### src/rtl/bram_program_loader.sv
// Streams a length/address header and little-endian program words from a byte link
// into the program BRAM, holding the core in reset until the image is complete.
module bram_program_loader #(
  parameter int DATA_WIDTH       = 32,
  parameter int ADDRESS_BITS     = 32,
  parameter int MEM_ADDRESS_BITS = 14
) (
  input  logic                      clock,
  input  logic                      reset,
  input  logic [7:0]                in_data,
  input  logic                      in_valid,
  output logic                      in_ready,
  input  logic                      reload,
  output logic                      mem_write,
  output logic [DATA_WIDTH/8-1:0]   mem_byte_en,
  output logic [MEM_ADDRESS_BITS-1:0] mem_address,
  output logic [DATA_WIDTH-1:0]     mem_data,
  output logic                      core_reset,
  output logic                      start,
  output logic [ADDRESS_BITS-1:0]   program_address,
  output logic                      busy,
  output logic                      error,
  output logic [1:0]                error_code
);

  typedef enum logic [2:0] {
    HDR_COUNT,
    HDR_ADDR,
    LOAD,
    START,
    RUN,
    ERROR
  } state_t;

  localparam logic [ADDRESS_BITS:0] CAPACITY = (ADDRESS_BITS+1)'(1) << MEM_ADDRESS_BITS;

  state_t                      state, next_state;
  logic [1:0]                  byte_cnt;
  logic [DATA_WIDTH-1:0]       shift;
  logic [DATA_WIDTH-1:0]       count;
  logic [DATA_WIDTH-1:0]       word_cnt;
  logic [MEM_ADDRESS_BITS-1:0] word_index;
  logic [1:0]                  code, next_code;
  logic                        accept, word_done, load_done;
  logic [DATA_WIDTH-1:0]       word;
  logic [ADDRESS_BITS:0]       end_word;

  // Bytes shift in from the top so the first byte lands in [7:0] after four transfers.
  assign word      = {in_data, shift[DATA_WIDTH-1:8]};
  assign load_done = (word_cnt == count);
  assign accept    = in_valid && in_ready;
  assign word_done = accept && (byte_cnt == 2'd3);
  assign end_word  = {3'b000, word[ADDRESS_BITS-1:2]} + {1'b0, count};

  // LOAD stops accepting once the final word is in; that cycle carries its write.
  always_comb begin
    in_ready = 1'b0;
    busy     = 1'b0;
    if (!reset) begin
      unique case (state)
        HDR_COUNT, HDR_ADDR: begin
          in_ready = 1'b1;
          busy     = 1'b1;
        end
        LOAD: begin
          in_ready = !load_done;
          busy     = 1'b1;
        end
        default: ;
      endcase
    end
  end

  assign start       = (state == START);
  assign error       = (state == ERROR);
  assign error_code  = code;
  assign mem_byte_en = mem_write ? '1 : '0;

  always_comb begin
    next_state = state;
    next_code  = code;
    unique case (state)
      HDR_COUNT: if (word_done) next_state = HDR_ADDR;
      HDR_ADDR: begin
        if (word_done) begin
          if (count == '0) begin
            next_state = ERROR;
            next_code  = 2'd1;
          end else if (word[1:0] != 2'b00) begin
            next_state = ERROR;
            next_code  = 2'd2;
          end else if (end_word > CAPACITY) begin
            next_state = ERROR;
            next_code  = 2'd3;
          end else begin
            next_state = LOAD;
          end
        end
      end
      LOAD:  if (load_done) next_state = START;
      START: next_state = RUN;
      RUN:   if (reload) next_state = HDR_COUNT;
      ERROR: begin
        if (reload) begin
          next_state = HDR_COUNT;
          next_code  = 2'd0;
        end
      end
      default: next_state = HDR_COUNT;
    endcase
  end

  always_ff @(posedge clock) begin
    if (reset) begin
      state           <= HDR_COUNT;
      code            <= 2'd0;
      byte_cnt        <= 2'd0;
      shift           <= '0;
      count           <= '0;
      word_cnt        <= '0;
      word_index      <= '0;
      program_address <= '0;
      mem_write       <= 1'b0;
      mem_address     <= '0;
      mem_data        <= '0;
      core_reset      <= 1'b1;
    end else begin
      state      <= next_state;
      code       <= next_code;
      core_reset <= !(next_state == START || next_state == RUN);
      mem_write  <= 1'b0;
      if (accept) begin
        byte_cnt <= byte_cnt + 2'd1;
        shift    <= word;
      end
      if (state == HDR_COUNT && word_done) count <= word;
      if (state == HDR_ADDR && word_done && next_state == LOAD) begin
        program_address <= word[ADDRESS_BITS-1:0];
        word_index      <= word[MEM_ADDRESS_BITS+1:2];
        word_cnt        <= '0;
      end
      if (state == LOAD && word_done) begin
        mem_write   <= 1'b1;
        mem_address <= word_index;
        mem_data    <= word;
        word_index  <= word_index + MEM_ADDRESS_BITS'(1);
        word_cnt    <= word_cnt + DATA_WIDTH'(1);
      end
      if (reload && (state == RUN || state == ERROR)) begin
        byte_cnt <= 2'd0;
        word_cnt <= '0;
      end
    end
  end

endmodule

### config.mk
export PLATFORM = sky130hd
export DESIGN_NAME = bram_program_loader
export DESIGN_NICKNAME = d
export VERILOG_FILES = /design/src/rtl/bram_program_loader.sv
export SDC_FILE = /design/constraint.sdc
export NUM_CORES = 1
export LEC_CHECK = 0
export BUFFER_PORTS_ARGS = -buffer_cell sky130_fd_sc_hd__buf_2
export CORE_ASPECT_RATIO = 0.8
export CORE_UTILIZATION = 60
export DETAILED_ROUTE_END_ITERATION = 10
export PLACE_DENSITY = 0.84
export SLEW_MARGIN = 20
export SYNTH_ARGS = -nofsm -noshare
export SYNTH_HDL_FRONTEND = slang
export SYNTH_SLANG_ARGS = --single-unit
export TNS_END_PERCENT = 50
### constraint.sdc
create_clock -name clock -period 4.2 [get_ports clock]
set_input_delay 0 -clock clock [delete_from_list [all_inputs] [get_ports clock]]
set_output_delay 0 -clock clock [all_outputs]
set_load 0.03 [all_outputs]
==> results.cfg <==
[outcome]
status = finished clean

[critical_path]
crit_arrival_ns = 4.37
worstPathRequired_ns = 4.55
startpoint_type = flop
endpoint_kind = flop
worst-path-buf-inv = 2
path_cells = ha_1 > a21oi_1 > o21ai_0 > a21o_1 > o311ai_1 > buf_4 > nor2_1 > a211oi_1 > nand4_2 > or3_4 > nand3_2 > buf_4 > a221oi_1 > mux2i_1
worst_r2r_path_depth = 14
cp_max_fo = 5
r2r_slack_ns = 0.18
crit_top_cell = buf_4
worstSetupPathType = flop to flop
reg2reg_to = core_reset$_SDFF_PP1_
regToRegStartpoint = count[8]$_SDFFE_PP0P_
critical_path.top_delay_family = compound AO/OA/AOI/OAI gates
critPathSlowestCell = or3_4
crit_path_max_incr_delay_ns = 0.50

[die]
start_util_pct = 61.3
die_area_um2 = 17400
pin_count = 102
core_area_um2 = 16600
dieWidth_um = 147
rows = 42
die_y_um = 118

[global_routing]
grt_pass1_wl_um = 50600
track_usage_pct = 37.1
antenna_found_initial = 0
grt_pass1_vias = 9242
grt_max_degree = 108
grt-ovfl-total = 0

[yosys]
ys_seq_elements = 189
synth_mux_area_share_pct = 4.00
synth_compound_gate_area_share_pct = 21.3
avgSynthCellArea_um2 = 7.70
synth_seq_area_share_pct = 37.3
synth_fp_nets = 1364
synthSimpleGateAreaFrac_pct = 25.5
synth_adder_area_share_pct = 4.27
synth_warnings = 0
synth_cells = 1318
synth_area_leaders = dfxtp_1 (37%), nand2_1 (9.6%), a21oi_1 (7.7%)
yosysTopAreaCell = dfxtp_1
synth_area_um2 = 10100
synth_xor_area_share_pct = 3.80
ys_types = 71
synth_edf_count = 0
synth-main-ff-cell = dfxtp_1
synthArstFlopShare_pct = 0
yosys.area.top_type_share_pct = 37.3
synth_top_family_by_area = simple AND/OR/NAND/NOR gates

[sta]
report.final.slew_viol_count = 0
period_minus_slack_ns = 4.02
timing.final.crit_share_pct = 95.8
finalSetupViolCount = 0
hold_viol = 0
fin_ws_ns = 0.178
tightestPinTransition_ns = 1.11
fmax_mhz = 249
slew_headroom_pct = 26.1
holdWs_ns = 0.0473
fin_worst_skew_ns = 0.0146

[routing]
first_pass_iters = 6
dr_wl_met3_um = 4220
ant_nets = 0
vias = 10633
wl_met2_um = 13600
wl_per_cell_um = 19.8
drt-total-wl_um = 32700
drcViolationCount = 0
vias_per_cell = 6.44
drt_iter0_markers = 1595
wl_met1_um = 13700
top_layer_used = met4

[hold_path]
min_to = core_reset$_SDFF_PP1_
holdCritStartpoint = reload
hp-class = primary input to flop
hold_depth = 4

[cells_and_area]
fin_nets = 1463
area_growth_syn_to_layout_pct = 15.7
antenna-diode-count = 0
layout_common_cells = nand2_1 (258), dfxtp_1 (189), a21oi_1 (155)
layout-drive-gt1-share_pct = 15.2
utilization_pct = 70.9
final_common_cell = nand2_1

[place]
portBuffers = 101
hpwl_um = 22600
gp_congestion = 1.08
place_worst_setup_slack_ns = 0.165

[clock_network]
clk_latency_ns = 0.44
clk_pin_slew_ns = 0.07
clk_path_buf_depth = 2
h-tree-depth = 4
cts_inserted_buffers = 17
cts.sinks = 189
cts_root_buf = clkbuf_16
cts_tree = yes

[power]
p_leak_uw = 0.00466
combinationalPowerShare_pct = 4.6
pwr-share-seq_pct = 49.4
sw_frac_of_total_pct = 24.2
p_switching_uw = 886
p_int_uw = 2770
ir_worst_vdd_v = 0.000280
powerDensity_nw_per_um2 = 312
pwr-share-clk_pct = 46.1

[job]
drv_cap = 0
registers in the layout, summed over array words and instances, names as in the netlist:
register	flops
core_reset	1
mem_data	32
program_address	32
word_index	14
state	3
mem_write	1
word_cnt	32
shift	24
count	32
mem_address	14
error_code	2
byte_cnt	2
metrics by stage:
| step | TNS (ns) | std cells | instance area (um2) | power [uW] |
|---|---|---|---|---|
| 4_1_cts | 0 | 1647 | 11700 | 3650 |
| 3_5_place_dp | 0 | 1606 | 11000 | 2000 |
| 3_3_place_gp | 0 | 1606 | 11000 | 2000 |
| 6_report | 0 | 1650 | 11700 | 3660 |
| 2_1_floorplan | 0 | 1318 | 10100 | 1940 |
| 5_1_grt | -0.00602 | 1650 | 11700 | 3750 |
synthesized netlist by cell type, drive strengths merged (4+ instances only):
library cell / count
nand2: 259
dfxtp: 189
a21oi: 160
nor2: 104
o21ai: 85
clkbuf: 61
xnor2: 39
mux2i: 36
nand3: 34
ha: 33
a31oi: 30
nand4: 27
and3: 20
nor3: 18
nor4: 18
buf: 17
inv: 15
nand3b: 14
or3: 14
a21o: 11
nor2b: 11
o2111ai: 10
a211oi: 9
or2: 9
o21a: 8
a211o: 7
and2: 7
nand2b: 6
o211ai: 6
a21boi: 5
nor4b: 5
xor2: 5
mux2: 4
nor3b: 4
o22ai: 4
o31ai: 4
worst register-to-register path, cell delays in order (launching register included):
cell,delay (ns)
dfxtp_1,0.44
ha_1,0.35
a21oi_1,0.40
o21ai_0,0.21
a21o_1,0.25
o311ai_1,0.31
buf_4,0.18
nor2_1,0.04
a211oi_1,0.42
nand4_2,0.25
or3_4,0.50
nand3_2,0.12
buf_4,0.14
a221oi_1,0.09
mux2i_1,0.24
layer usage:
metal  track usage [%]  vias up
met5                 0        -
met4              15.1        0
met3              7.72       95
met2              51.6      718
met1              55.0     4942
li1                  -     4878
power groups by stage:
| stage | logic (uW) | registers [uW] | clock network [uW] |
|---|---|---|---|
| 4_1_cts | 160 | 1810 | 1690 |
| 3_5_place_dp | 153 | 1850 | 0 |
| 3_3_place_gp | 154 | 1850 | 0 |
| 5_1_grt | 178 | 1810 | 1760 |
| 6_report | 167 | 1810 | 1680 |
| 2_1_floorplan | 98.0 | 1850 | 0 |
worst max path at each step:
stage | start | endpoint | slack (ns) | cells after the start
2_1_floorplan | shift[10]$_SDFFE_PP0P_ | error_code[1]$_SDFFE_PP0P_ | 0.62 | 13
3_3_place_gp | count[8]$_SDFFE_PP0P_ | program_address[30]$_SDFFE_PP0P_ | 0.23 | 13
3_5_place_dp | count[2]$_SDFFE_PP0P_ | word_index[5]$_SDFFE_PP0P_ | 0.17 | 13
4_1_cts | count[2]$_SDFFE_PP0P_ | word_cnt[20]$_SDFFE_PP0P_ | 0.04 | 13
5_1_grt | shift[10]$_SDFFE_PP0P_ | program_address[22]$_SDFFE_PP0P_ | -0.005 | 14
6_report | count[8]$_SDFFE_PP0P_ | core_reset$_SDFF_PP1_ | 0.18 | 14
final cells by class:
cell class | count | area, um2
tap | 220 | 275
sequential | 189 | 3780
multi-input combinational | 1034 | 6000
fill | 1227 | 4820
inverter | 17 | 63.8
clock inverter | 14 | 170
timing repair buffer | 158 | 1000
clock buffer | 18 | 439
logic make-up (layout without fill, tap and decap cells):
| logic type | count (synthesis) | after routing |
|---|---|---|
| AOI/OAI and AO/OA | 362 | 362 |
| xor gates and xnor gates | 44 | 44 |
| muxes | 40 | 40 |
| adders and majority gates | 34 | 34 |
| and+or+nand+nor | 554 | 554 |
| buffers and inverters | 95 | 207 |
| DFF | 189 | 189 |
what timing repair did:
item                                    CTS  global route
resized for setup                         0            10
hold buffers                              9             0
buffers inserted                          0             3
endpoints found under the setup margin    0            47
hold endpoints to repair                 33             0
Note: power is estimated with default switching activity, not from simulation.
